$ cat config.mk
export PLATFORM = sky130hd
export DESIGN_NAME = out_fm_st_ctrl
export DESIGN_NICKNAME = d
export VERILOG_FILES = /design/src/rtl/out_fm_pkg.sv /design/src/rtl/st_tile_idx_counter.sv /design/src/rtl/out_fm_st_ctrl.sv
export SDC_FILE = /design/constraint.sdc
export NUM_CORES = 1
export LEC_CHECK = 0
export CORE_UTILIZATION = 27
export CTS_BUF_LIST = sky130_fd_sc_hd__clkbuf_16
export DETAILED_ROUTE_END_ITERATION = 6
export GPL_TIMING_DRIVEN = 0
export PLACE_DENSITY = 0.49
export SETUP_SLACK_MARGIN = 0.05
export SYNTH_ARGS = -nofsm -noshare
export SYNTH_HDL_FRONTEND = slang
export SYNTH_SLANG_ARGS = --single-unit
$ cat constraint.sdc
create_clock -name clk -period 13.5 [get_ports clk]
set_input_delay 3.375 -clock clk [delete_from_list [all_inputs] [get_ports clk]]
set_output_delay 3.375 -clock clk [all_outputs]
set_load 0.005 [all_outputs]
$ cat src/rtl/out_fm_pkg.sv
// Shared definitions for the output-feature-map store controller.
package out_fm_pkg;

    // Default widths: tile dimension, memory word address, buffer address, data.
    localparam int unsigned CW = 16;
    localparam int unsigned AW = 32;
    localparam int unsigned BW = 12;
    localparam int unsigned DW = 32;

    // Store FSM state encoding.
    localparam logic [1:0] ST_IDLE   = 2'd0;
    localparam logic [1:0] ST_STREAM = 2'd1;
    localparam logic [1:0] ST_DRAIN  = 2'd2;
    localparam logic [1:0] ST_DONE   = 2'd3;

    // True when another read fits: occupancy + in-flight - pop < 2.
    function automatic logic issue_ok(input logic [1:0] occ, input logic inflight,
                                      input logic pop);
        return (3'({1'b0, occ}) + 3'({2'b00, inflight})) < (3'd2 + 3'({2'b00, pop}));
    endfunction

endpackage

$ cat src/rtl/st_tile_idx_counter.sv
// 2-D column/row index walker for one tile; advances once per issued read.
module st_tile_idx_counter #(
    parameter int unsigned CW = 16
) (
    input  logic          clk,
    input  logic          rst,
    input  logic          i_load,
    input  logic [CW-1:0] i_n0,
    input  logic [CW-1:0] i_n1,
    input  logic          i_en,
    output logic [CW-1:0] o_cnt0,
    output logic          o_wrap,
    output logic          o_last
);

    logic [CW-1:0] r_n0;
    logic [CW-1:0] r_n1;
    logic [CW-1:0] r_cnt0;
    logic [CW-1:0] r_cnt1;
    logic          w_wrap;
    logic          w_last;

    assign w_wrap = (r_cnt0 == (r_n0 - CW'(1)));
    assign w_last = w_wrap && (r_cnt1 == (r_n1 - CW'(1)));

    assign o_cnt0 = r_cnt0;
    assign o_wrap = w_wrap;
    assign o_last = w_last;

    // Latch geometry on load; step column, carry into row on column wrap.
    always_ff @(posedge clk or posedge rst) begin
        if (rst) begin
            r_n0   <= '0;
            r_n1   <= '0;
            r_cnt0 <= '0;
            r_cnt1 <= '0;
        end else if (i_load) begin
            r_n0   <= i_n0;
            r_n1   <= i_n1;
            r_cnt0 <= '0;
            r_cnt1 <= '0;
        end else if (i_en) begin
            if (w_last) begin
                r_cnt0 <= '0;
                r_cnt1 <= '0;
            end else if (w_wrap) begin
                r_cnt0 <= '0;
                r_cnt1 <= r_cnt1 + CW'(1);
            end else begin
                r_cnt0 <= r_cnt0 + CW'(1);
            end
        end
    end

endmodule

$ cat src/rtl/out_fm_st_ctrl.sv
// Streams one output tile from the on-chip buffer to memory through a
// 2-entry skid FIFO on a valid/ready write channel.
module out_fm_st_ctrl #(
    parameter int unsigned CW = 16,
    parameter int unsigned AW = 32,
    parameter int unsigned BW = 12,
    parameter int unsigned DW = 32
) (
    input  logic          clk,
    input  logic          rst,
    input  logic          start,
    input  logic [AW-1:0] base_addr,
    input  logic [AW-1:0] row_stride,
    input  logic [CW-1:0] n0,
    input  logic [CW-1:0] n1,
    output logic          buf_rd_en,
    output logic [BW-1:0] buf_rd_addr,
    input  logic [DW-1:0] buf_rd_data,
    output logic          wr_valid,
    input  logic          wr_ready,
    output logic [AW-1:0] wr_addr,
    output logic [DW-1:0] wr_data,
    output logic          busy,
    output logic          done
);

    import out_fm_pkg::*;

    logic [1:0]    r_state;
    logic [1:0]    w_state_nxt;

    logic [AW-1:0] r_row_base;
    logic [AW-1:0] r_stride;
    logic          r_zero;
    logic [BW-1:0] r_lin;
    logic          r_inflight;
    logic [AW-1:0] r_inf_addr;

    logic [AW-1:0] r_fifo_addr [2];
    logic [DW-1:0] r_fifo_data [2];
    logic          r_wptr;
    logic          r_rptr;
    logic [1:0]    r_occ;

    logic          w_accept;
    logic          w_pop;
    logic          w_push;
    logic          w_issue;
    logic [AW-1:0] w_issue_addr;
    logic [CW-1:0] w_cnt0;
    logic          w_wrap;
    logic          w_last;

    assign w_accept     = (r_state == ST_IDLE) && start;
    assign w_pop        = (r_occ != 2'd0) && wr_ready;
    assign w_push       = r_inflight;
    assign w_issue      = (r_state == ST_STREAM) && !r_zero && issue_ok(r_occ, r_inflight, w_pop);
    assign w_issue_addr = r_row_base + AW'(w_cnt0);

    assign buf_rd_en   = w_issue;
    assign buf_rd_addr = r_lin;
    assign wr_valid    = (r_occ != 2'd0);
    assign wr_addr     = wr_valid ? r_fifo_addr[r_rptr] : '0;
    assign wr_data     = wr_valid ? r_fifo_data[r_rptr] : '0;
    assign busy        = (r_state != ST_IDLE);
    assign done        = (r_state == ST_DONE);

    st_tile_idx_counter #(
        .CW (CW)
    ) u_idx (
        .clk    (clk),
        .rst    (rst),
        .i_load (w_accept),
        .i_n0   (n0),
        .i_n1   (n1),
        .i_en   (w_issue),
        .o_cnt0 (w_cnt0),
        .o_wrap (w_wrap),
        .o_last (w_last)
    );

    // FSM state register.
    always_ff @(posedge clk or posedge rst) begin
        if (rst) begin
            r_state <= ST_IDLE;
        end else begin
            r_state <= w_state_nxt;
        end
    end

    // FSM next state; drain ends once the final pop empties the pipeline.
    always_comb begin
        w_state_nxt = r_state;
        case (r_state)
            ST_IDLE: begin
                if (start) begin
                    w_state_nxt = ST_STREAM;
                end
            end
            ST_STREAM: begin
                if (r_zero) begin
                    w_state_nxt = ST_DONE;
                end else if (w_issue && w_last) begin
                    w_state_nxt = ST_DRAIN;
                end
            end
            ST_DRAIN: begin
                if (!r_inflight && ((r_occ == 2'd0) || ((r_occ == 2'd1) && w_pop))) begin
                    w_state_nxt = ST_DONE;
                end
            end
            default: begin
                w_state_nxt = ST_IDLE;
            end
        endcase
    end

    // Tile config, linear buffer address, row-base accumulator, in-flight tag.
    always_ff @(posedge clk or posedge rst) begin
        if (rst) begin
            r_row_base <= '0;
            r_stride   <= '0;
            r_zero     <= 1'b0;
            r_lin      <= '0;
            r_inflight <= 1'b0;
            r_inf_addr <= '0;
        end else begin
            if (w_accept) begin
                r_row_base <= base_addr;
                r_stride   <= row_stride;
                r_zero     <= (n0 == '0) || (n1 == '0);
                r_lin      <= '0;
            end else if (w_issue) begin
                r_lin <= r_lin + BW'(1);
                if (w_wrap) begin
                    r_row_base <= r_row_base + r_stride;
                end
            end
            r_inflight <= w_issue;
            if (w_issue) begin
                r_inf_addr <= w_issue_addr;
            end
        end
    end

    // Skid FIFO: returned word plus its tagged address, popped by the write channel.
    always_ff @(posedge clk or posedge rst) begin
        if (rst) begin
            r_fifo_addr[0] <= '0;
            r_fifo_addr[1] <= '0;
            r_fifo_data[0] <= '0;
            r_fifo_data[1] <= '0;
            r_wptr         <= 1'b0;
            r_rptr         <= 1'b0;
            r_occ          <= 2'd0;
        end else begin
            if (w_push) begin
                r_fifo_addr[r_wptr] <= r_inf_addr;
                r_fifo_data[r_wptr] <= buf_rd_data;
                r_wptr              <= ~r_wptr;
            end
            if (w_pop) begin
                r_rptr <= ~r_rptr;
            end
            r_occ <= r_occ + 2'(w_push) - 2'(w_pop);
        end
    end

endmodule

# After elaboration in Yosys (flattened, before gate mapping)
# Cells that the tools add are included.
# W data, S select, Z words.
# totals
ff_bits	308
latchBits	0
ramBits	0
romBits	0
word_cells	101
n_memories	0
# classes
addsub	11
multipliers	0
div	0
order_cmp	4
eq_ne	9
shift	0
muxes	30
bitwise_logic	4
n_reduce_logical	25
# op_table
cell	count
$mux W32	12
$bwmux W64	2
$mux W16	8
$add A16 B1 Y16 const B	2
$add A32 B16 Y32	1
$add A32 B32 Y32	1
$demux W32 S1	1
$eq A16 B16 Y1	2
$logic_not A16 Y1	2
$sub A16 B1 Y16 const B	2
$mux W12	2
$add A12 B1 Y12 const B	1
$logic_and A1 B1 Y1	9
$mux W2	4
$reduce_bool A2 Y1	4
$pmux W2 S3	1
$eq A2 B1 Y1 const B	2
$eq A2 B2 Y1 const B	2
$ge A2 B2 Y1 const B	2
$logic_not A2 Y1	2
$ne A2 B2 Y1 const B	2
$not A1 Y2	2
$reduce_and A2 Y1	2
$add A2 B1 Y3	1
other kinds (11)	14

# Longest topological paths before layout
# Gate-level depths: netlist of the first run.
# logic_depth
word_depth	9
mapped_depth	13

# Hierarchy
# A second synthesis of the first run with hierarchy kept.
# hier_totals
cells_unflattened	1887
hier_area_um2	17240.3
# modules_own_cells
mod	n_inst	cells_each	area_each_um2
out_fm_st_ctrl	1	1447	13185.1
st_tile_idx_counter	1	440	4055.1

# Worst setup path before layout of the first run
# OpenSTA, ideal clock, no wires.
# synth_timing
path_kind	input to output
start	in wr_ready
end	out buf_rd_en
arrival_time_ns	4.372
required_ns	10.125
setup_slack_ns	5.753
path_stages	5
n_path_buf	1
path_cell_list	o21ai_0 -> o21ai_0 -> nand3b_2 -> clkinv_1 -> buf_1
# synth_between
elab_chain_cells	4
# synth_lines
item	line_no	text
from (decl)	out_fm_st_ctrl.sv:20	input logic wr_ready,
$logic_and A1 B1 Y1	out_fm_st_ctrl.sv:55	assign w_pop = (r_occ != 2'd0) && wr_ready;
$add A2 B1 Y3	out_fm_pkg.sv:19	return (3'({1'b0, occ}) + 3'({2'b00, inflight})) < (3'd2 + 3'({2'b00, pop}));
$lt A3 B3 Y1	out_fm_pkg.sv:19	
$logic_and A1 B1 Y1	out_fm_st_ctrl.sv:57	assign w_issue = (r_state == ST_STREAM) && !r_zero && issue_ok(r_occ, r_inflight, w_pop);
to (decl)	out_fm_st_ctrl.sv:16	output logic buf_rd_en,
# Every way passes these cells.

# Worst setup path after layout of the first run
# Same ends and word-level chain as after synthesis.

==> results of run 1 <==
layout make-up:
class                      instances  area, sq um
fill                            6529        41300
timing repair buffer             213         2170
clock buffer                      39          976
tap                              846         1060
buffer                            84          332
clock inverter                    31          318
multi-input combinational       1376         9060
sequential                       308         7710
inverter                          47          184
synthesized netlist by cell type (all sizes together) (4+ instances only):
cell type	n
dfrtp	308
nand2	301
nor2	152
mux2	136
o21ai	118
a21oi	86
mux2i	70
clkbuf	68
xnor2	66
ha	60
inv	46
nand3	46
xor2	38
nor3	31
nor4	23
and3	22
a211oi	21
nand4	21
or3	20
o31ai	17
buf	16
nand2b	13
o21a	13
a21o	11
nor2b	10
and2	9
o211ai	7
or2	7
a31oi	6
a21boi	5
a311oi	5
o21bai	5
nand3b	4
nor3b	4
o22ai	4
o2bb2ai	4
o311a	4
worst max-delay path by stage:
stage             start             end  cells past startpoint  slack (ns)
3_3_place_gp        rst  u_idx.r_n1[13]                      2       -2.57
3_5_place_dp   wr_ready       buf_rd_en                      7        3.89
4_1_cts        wr_ready       buf_rd_en                      7        3.87
5_1_grt        wr_ready       buf_rd_en                      7        3.67
6_report       wr_ready       buf_rd_en                      7        3.96
2_1_floorplan       rst  buf_rd_addr[0]                      1        1.61
through the flow:
stage,utilization (%),cell area [sq um],TNS [ns],setup WS (ns),instances
4_1_cts,34.6,21800,0,3.87,2944
5_1_grt,34.6,21800,0,3.67,2944
3_5_place_dp,32.5,20500,0,3.89,2874
3_3_place_gp,32.4,20400,-768.43,-2.57,2872
2_1_floorplan,-,17300,0,1.61,1815
6_report,34.6,21800,0,3.96,2944
routing by layer:
layer  part of all wire [%]  global-route usage [%]  routed length, um  up-vias
met5                      0                       0                  0        -
met4                    2.5                    5.01               1310        0
met3                    4.3                    2.29               2210       67
met2                     46                    26.1              23700      309
met1                     47                    21.9              24700     6936
li1                       -                       -                  -     6884
cells by family (layout without fill, tap and decap cells):
logic type | Yosys count | count (layout) | synth area share [%]
AOI/OAI and AO/OA | 333 | 333 | 12.1
xor gates and xnor gates | 104 | 104 | 5.27
adders and majority gates | 62 | 62 | 4.58
buffers and inverters | 131 | 414 | 2.94
DFF | 308 | 308 | 44.6
muxes | 206 | 206 | 12.9
and+or+nand+nor | 671 | 671 | 17.6
report_power, final:
group | total [uW] | switching (uW) | internal, uW
clock | 1060 | 427 | 628
combinational | 2380 | 1230 | 1150
sequential | 1660 | 350 | 1310
total | 5090 | 2010 | 3090
flip-flops by register name, indices dropped and copies added (netlist names), 12 cells and up:
name,cells
u_idx.r_n1,16
u_idx.r_n0,16
r_inf_addr,32
buf_rd_addr,12
u_idx.o_cnt0,16
r_stride,32
r_fifo_data,64
r_fifo_addr,64
u_idx.r_cnt1,16
r_row_base,32
critical path: stages:
cell and delay, ns:
clkdlybuf4s50_1 0.48, o21ai_0 0.17, o21ai_0 0.24, nand3b_2 0.31
clkinv_1 0.32, buf_1 0.61, clkdlybuf4s50_1 0.63
==> impl_metrics.env, run 1 <==
export IMPL_cts_tree="yes"
export IMPL_synth_area_sq_um=17300
export IMPL_finalSetupViolations=0
export IMPL_yosysTopAreaCellShare_pct=44.6
export IMPL_dr_pass1_iters=4
export IMPL_dieArea_sq_um=65000
export IMPL_ff2ff_setup_slack_ns=9.26
export IMPL_finalHoldViolCount=0
export IMPL_drtIter0Drc=818
export IMPL_cts_resized=0
export IMPL_criticalPathCategory="in -> out"
export IMPL_seq_area_frac_synth_pct=44.6
export IMPL_cp_arrival_ns=6.16
export IMPL_cts_buffers=39
export IMPL_setup_worst_path_end_class="output pin"
export IMPL_min_from="r_wptr"
export IMPL_drc=0
export IMPL_grt_pass1_wl_mm=81.1
export IMPL_timing_rr_start="u_idx.r_n0[0]"
export IMPL_skew_ns=0.0348
export IMPL_power_density_nw_per_um2=234
export IMPL_timing_final_crit_period_ns=9.54
export IMPL_worst_r2r_endpoint="r_row_base[30]"
export IMPL_final_cell_mix="308 x dfrtp_1, 300 x nand2_1, 211 x clkdlybuf4s50_1, 152 x nor2_1, 134 x mux2_2"
export IMPL_synth_edf_count=0
export IMPL_slew_viol_final=0
export IMPL_cts_buffer_depth=3
export IMPL_synth_nets=2009
export IMPL_rsz0062_at_grt="no"
export IMPL_rows=92
export IMPL_coreArea_sq_um=63100
export IMPL_final_common_cell="dfrtp_1"
export IMPL_hold_buffers=0
export IMPL_yosys_area_top_type="dfrtp_1"
export IMPL_place_gp_congestion=0.863
export IMPL_die_h_um=255
export IMPL_start_util_pct=27.4
export IMPL_antenna_found_initial=0
export IMPL_ys_ff_latch=308
export IMPL_slew_headroom_pct=38.1
export IMPL_p_leak_uw=0.00947
export IMPL_crit_required_ns=10.12
export IMPL_antenna_left=0
export IMPL_clock_sinks=308
export IMPL_area_growth_pct=26.3
export IMPL_start_kind="primary input"
export IMPL_viasPerCell=4.82
export IMPL_n_antenna_cell=0
export IMPL_clkLatencyLatePin_ns=0.57
export IMPL_post_cts_setup_buffers=0
export IMPL_first_global_vias=14331
export IMPL_vias=14196
export IMPL_worst_hold_path_type="reg -> reg"
export IMPL_h_tree_depth=2
export IMPL_vdd_drop_max_mv=0.101
export IMPL_wl_mm=51.9
export IMPL_synth_cell_types=75
export IMPL_hold_path_endpoint="r_wptr"
export IMPL_holdWs_ns=0.481
export IMPL_syn_inst=1815
export IMPL_grt_max_degree=118
export IMPL_fmax_mhz=105
export IMPL_synth_area_leaders="dfrtp_1 45%, mux2_2 8.7%, nand2_1 6.5%"
export IMPL_nets=2263
export IMPL_reg2reg_depth=13
export IMPL_min_path_cells=1
export IMPL_avgSynthCellArea_sq_um=9.51
export IMPL_ios=212
export IMPL_async_reset_ff_share_pct=100
export IMPL_portBuffers=211
export IMPL_worst_slew_pin_slew_ns=0.918
export IMPL_final_layout_size_suffix_gt1_share_pct=10.4
export IMPL_die_w_um=255
export IMPL_dp_hpwl_mm=39.6
export IMPL_gr_total_overflow=0
export IMPL_yosysWarnings=0
export IMPL_clk_pin_slew_ns=0.06
export IMPL_finalPower_uw=5090
export IMPL_track_usage_pct=16.0
export IMPL_clockRootBuffer="clkbuf_16"
export IMPL_crit_fanout=11
export IMPL_drv_cap=0
export IMPL_fin_crit_sh_pct=70.7
export IMPL_synth_flop_cell="dfrtp_1"
export IMPL_status="finished clean"
export IMPL_wl_per_cell_um=17.6
Power figures use the tool's default switching activity.
==> run 2: changes to the inputs <==
--- a/config.mk
+++ b/config.mk
@@ -9,7 +9,7 @@
 export CTS_BUF_LIST = sky130_fd_sc_hd__clkbuf_16
 export DETAILED_ROUTE_END_ITERATION = 6
 export GPL_TIMING_DRIVEN = 0
-export PLACE_DENSITY = 0.49
+export PLACE_DENSITY = 0.5
 export SETUP_SLACK_MARGIN = 0.05
 export SYNTH_ARGS = -nofsm -noshare
 export SYNTH_HDL_FRONTEND = slang
==> constraint.sdc (replaced) <==
create_clock -name clk -period 7.7 [get_ports clk]
set_input_delay 1.925 -clock clk [delete_from_list [all_inputs] [get_ports clk]]
set_output_delay 1.925 -clock clk [all_outputs]
set_load 0.005 [all_outputs]
==> impl_metrics.env, run 2 (synthesized netlist as in run 1, its figures left out) <==
export IMPL_status="finished clean"
export IMPL_area_growth_pct=26.9
export IMPL_final_layout_size_suffix_gt1_share_pct=11.1
export IMPL_die_h_um=255
export IMPL_cp_arrival_ns=4.71
export IMPL_fillerInstances=6499
export IMPL_track_usage_pct=16.1
export IMPL_skew_ns=0.0229
export IMPL_p_sw_share_pct=39.6
export IMPL_fin_crit_sh_pct=86.2
export IMPL_h_tree_depth=2
export IMPL_coreArea_sq_um=63100
export IMPL_crit_chain="clkdlybuf4s50_1 > o21ai_0 > o21ai_0 > nand3b_2 > clkinv_1 > buf_1 > clkdlybuf4s50_1"
export IMPL_power_frac_seq_pct=32.6
export IMPL_dr_pass1_iters=5
export IMPL_p_int_uw=5410
export IMPL_finalSetupViolations=0
export IMPL_n_antenna_cell=0
export IMPL_start_kind="primary input"
export IMPL_die_w_um=255
export IMPL_fmax_mhz=151
export IMPL_cp_top_family="buffers and inverters"
export IMPL_largest_registers="r_fifo_addr: 64 flops, r_fifo_data: 64 flops"
export IMPL_viasPerCell=4.82
export IMPL_clk_pin_slew_ns=0.06
export IMPL_slew_viol_final=0
export IMPL_dp_hpwl_mm=40.1
export IMPL_switchingPower_uw=3540
export IMPL_cp_slowest_stage_delay_ns=0.63
export IMPL_drv_cap=0
export IMPL_cts_buffer_depth=3
export IMPL_vdd_drop_max_mv=0.168
export IMPL_slew_headroom_pct=34.1
export IMPL_final_common_cell="dfrtp_1"
export IMPL_timing_final_crit_period_ns=6.64
export IMPL_clockRootBuffer="clkbuf_16"
export IMPL_final_cell_mix="308 x dfrtp_1, 300 x nand2_1, 211 x clkdlybuf4s50_1, 152 x nor2_1, 134 x mux2_2"
export IMPL_holdWs_ns=0.486
export IMPL_cts_buffers=40
export IMPL_drtIter0Drc=835
export IMPL_gr_total_overflow=0
export IMPL_pwr_share_comb_pct=46.7
export IMPL_placed_area_sq_um=20600
export IMPL_setup_worst_path_end_class="output pin"
export IMPL_antenna_found_initial=0
export IMPL_worst_slack_ns=1.06
export IMPL_start_util_pct=27.4
export IMPL_crit_fanout=11
export IMPL_clock_sinks=308
export IMPL_worst_path_buf_inv=4
export IMPL_crit_slowest_cell="clkdlybuf4s50_1"
export IMPL_rows=92
export IMPL_place_ws_ns=0.963
export IMPL_grt_max_degree=42
export IMPL_grt_pass1_wl_mm=81.3
export IMPL_cts_tree="yes"
export IMPL_place_gp_congestion=0.853
export IMPL_crit_required_ns=5.78
export IMPL_wl_per_cell_um=17.8
export IMPL_post_cts_setup_buffers=0
export IMPL_nets=2270
export IMPL_portBuffers=211
export IMPL_cts_resized=0
export IMPL_clkLatencyLatePin_ns=0.56
export IMPL_first_global_vias=14290
export IMPL_p_leak_uw=0.00950
export IMPL_wl_mm=52.5
export IMPL_worst_slew_pin_slew_ns=0.978
export IMPL_finalHoldViolCount=0
export IMPL_design_area_sq_um=21900
export IMPL_hold_buffers=0
export IMPL_ios=212
export IMPL_vias=14221
export IMPL_criticalPathCategory="in -> out"
export IMPL_p_clk_share_pct=20.7
export IMPL_worst_hold_path_type="reg -> reg"
export IMPL_antenna_left=0
export IMPL_power_density_nw_per_um2=408
export IMPL_drc=0
export IMPL_dieArea_sq_um=65000
export IMPL_rsz0062_at_grt="no"
==> run 2: worst paths after layout <==
check / from / end / slack (ns) / cells after the start
hold / removal: r_stride[30] / r_stride[30] / 0.49 / 2
min in group asynchronous: rst / r_fifo_data[41] / 1.86 / 2
max in group asynchronous: rst / u_idx.r_n1[10] / 4.44 / 6
setup reg to reg: u_idx.r_n0[0] / r_row_base[30] / 3.40 / 13
hold reg to reg: r_stride[30] / r_stride[30] / 0.49 / 2
setup / recovery: wr_ready / buf_rd_en / 1.06 / 7
==> run 2: routing by layer <==
| layer | track usage, % | wire, um | vias to the layer above |
|---|---|---|---|
| li1 | - | - | 6913 |
| met1 | 22.2 | 25000 | 6906 |
| met2 | 25.9 | 24000 | 334 |
| met3 | 2.11 | 2260 | 68 |
| met4 | 5.27 | 1260 | 0 |
| met5 | 0 | 0 | - |
==> run 2: power by group through the flow <==
stage | Combinational (uW) | Sequential (uW) | Clock (uW)
floorplan | 2870 | 2690 | 0
global placement | 4120 | 2910 | 0
detailed placement | 4200 | 2940 | 0
CTS | 4220 | 2920 | 1920
global route | 4670 | 3010 | 1980
finish | 4180 | 2910 | 1850
==> run 2: stage by stage <==
step           instances  setup TNS [ns]  power [uW]  util, %
2_1_floorplan       1815               0        5560        -
3_3_place_gp        2872         -192.81        7030     32.4
3_5_place_dp        2880               0        7140     32.7
4_1_cts             2953               0        9050     34.7
5_1_grt             2953               0        9670     34.7
6_report            2953               0        8950     34.7
==> run 2: layout make-up <==
cell class                      count  area [sq um]  area share [%]
Buffer                             84           332            1.51
Inverter                           47           180           0.822
Clock inverter                     33           299            1.36
Timing Repair Buffer              219          2280            10.4
Multi-Input combinational cell   1376          9060            41.3
Sequential cell                   308          7710            35.2
Tap cell                          846          1060            4.83
Clock buffer                       40          1000            4.57
==> run 2: worst min-delay path, delay by kind of cell, from the launching register on <==
family / cells / cell delay, ns
flops: 1 / 0.34
simple gates: 2 / 0.11
==> run 3: changes to the inputs <==
--- a/config.mk
+++ b/config.mk
@@ -9,7 +9,7 @@
 export CTS_BUF_LIST = sky130_fd_sc_hd__clkbuf_16
 export DETAILED_ROUTE_END_ITERATION = 6
 export GPL_TIMING_DRIVEN = 0
-export PLACE_DENSITY = 0.5
+export PLACE_DENSITY = 0.49
 export SETUP_SLACK_MARGIN = 0.05
 export SYNTH_ARGS = -nofsm -noshare
 export SYNTH_HDL_FRONTEND = slang
==> constraint.sdc (replaced) <==
create_clock -name clk -period 6.91 [get_ports clk]
set_input_delay 1.7275 -clock clk [delete_from_list [all_inputs] [get_ports clk]]
set_output_delay 1.7275 -clock clk [all_outputs]
set_load 0.005 [all_outputs]
==> impl_metrics.env, run 3 (synthesized netlist as in run 1, its figures left out) <==
export IMPL_fmax_mhz=160
export IMPL_drv_cap=0
export IMPL_dr_pass1_iters=5
export IMPL_fin_cells=2946
export IMPL_die_w_um=255
export IMPL_design_area_sq_um=21800
export IMPL_final_layout_size_suffix_gt1_share_pct=10.6
export IMPL_rsz0062_at_grt="no"
export IMPL_cts_resized=0
export IMPL_p_leak_uw=0.00946
export IMPL_nets=2267
export IMPL_final_core_util_pct=34.6
export IMPL_finalHoldViolCount=0
export IMPL_wl_mm=52.1
export IMPL_placed_area_sq_um=20600
export IMPL_slew_headroom_pct=38.6
export IMPL_portBuffers=211
export IMPL_timing_final_crit_period_ns=6.25
export IMPL_coreArea_sq_um=63100
export IMPL_fin_crit_sh_pct=90.4
export IMPL_post_cts_setup_buffers=0
export IMPL_track_usage_pct=16.1
export IMPL_rows=92
export IMPL_first_global_vias=14183
export IMPL_status="finished clean"
export IMPL_antenna_found_initial=1
export IMPL_n_antenna_cell=0
export IMPL_vias=14241
export IMPL_finalSetupViolations=0
export IMPL_grt_pass1_wl_mm=81.3
export IMPL_cts_tree="yes"
export IMPL_place_inst=2879
export IMPL_wl_per_cell_um=17.7
export IMPL_ios=212
export IMPL_h_tree_depth=2
export IMPL_cts_buffer_depth=3
export IMPL_slew_viol_final=0
export IMPL_dieArea_sq_um=65000
export IMPL_clock_sinks=308
export IMPL_start_util_pct=27.4
export IMPL_final_cell_mix="308 x dfrtp_1, 300 x nand2_1, 211 x clkdlybuf4s50_1, 152 x nor2_1, 134 x mux2_2"
export IMPL_cts_buffers=38
export IMPL_clk_pin_slew_ns=0.05
export IMPL_crit_required_ns=5.18
export IMPL_start_kind="primary input"
export IMPL_power_density_nw_per_um2=453
export IMPL_place_gp_congestion=0.875
export IMPL_grt_max_degree=44
export IMPL_clockRootBuffer="clkbuf_16"
export IMPL_area_growth_pct=26.3
export IMPL_setup_worst_path_end_class="output pin"
export IMPL_worst_hold_path_type="reg -> reg"
export IMPL_viasPerCell=4.83
export IMPL_drc=0
export IMPL_worst_slew_pin_slew_ns=0.912
export IMPL_final_common_cell="dfrtp_1"
export IMPL_clkLatencyLatePin_ns=0.56
export IMPL_die_h_um=255
export IMPL_largest_registers="r_fifo_addr: 64 flops, r_fifo_data: 64 flops"
export IMPL_hold_buffers=0
export IMPL_cp_arrival_ns=4.52
export IMPL_dp_hpwl_mm=40.1
export IMPL_antenna_left=0
export IMPL_skew_ns=0.0180
export IMPL_gr_total_overflow=0
export IMPL_criticalPathCategory="in -> out"
export IMPL_vdd_drop_max_mv=0.175
export IMPL_drtIter0Drc=824
export IMPL_crit_fanout=11
run 3: cell count changes in the layout (fill, tap and decap cells not counted), moves of 2 or more:
cell / before / now
inv_16: 0 / 2
clkinv_8: 3 / 1
clkinv_2: 9 / 5
clkbuf_16: 40 / 38
clkinv_1: 9 / 7
inv_1: 49 / 54
run 3: through the flow:
stage | hold slack, ns | setup TNS (ns) | setup slack, ns | power (uW)
2_1_floorplan | 0.450 | 0 | 1.08 | 6190
3_3_place_gp | 0.468 | -371.53 | -1.26 | 7840
3_5_place_dp | 0.474 | 0 | 0.583 | 7960
4_1_cts | 0.485 | 0 | 0.571 | 10000
5_1_grt | 0.508 | 0 | 0.417 | 10700
6_report | 0.480 | 0 | 0.664 | 9880
run 3: area by class of cell:
cell class / count / area, sq um
Inverter: 47 / 180
Sequential cell: 308 / 7710
Timing Repair Buffer: 218 / 2250
Multi-Input combinational cell: 1376 / 9060
Clock inverter: 29 / 273
Tap cell: 846 / 1060
Buffer: 84 / 332
Clock buffer: 38 / 951
Fill cell: 6553 / 41300
run 3: critical path: stages:
cell             delay [ns]
clkdlybuf4s50_1        0.47
o21ai_0                0.18
o21ai_0                0.25
nand3b_2               0.30
clkinv_1               0.33
buf_1                  0.61
clkdlybuf4s50_1        0.64
run 3: path summary, 6_finish.rpt:
check	startpoint	to	slack (ns)	cells past startpoint
setup / recovery	wr_ready	buf_rd_en	0.66	7
hold / removal	r_stride[20]	r_stride[20]	0.48	2
setup reg to reg	u_idx.r_n0[0]	r_row_base[29]	2.65	12
hold reg to reg	r_stride[20]	r_stride[20]	0.48	2
max in group asynchronous	rst	u_idx.r_n1[9]	3.92	5
min in group asynchronous	rst	r_fifo_data[40]	1.69	2
run 3: per-layer routing:
layer | vias up | share of wire (%) | track usage (%)
met5 | - | 0.025 | 0
met1 | 6952 | 47 | 22.0
met3 | 70 | 4.3 | 2.27
li1 | 6901 | - | -
met4 | 2 | 2.6 | 4.89
met2 | 316 | 46 | 26.2
run 3: report_power, final:
group	internal (uW)	switching (uW)
clock network	1160	817
logic	2240	2410
registers	2560	686
total	5970	3910
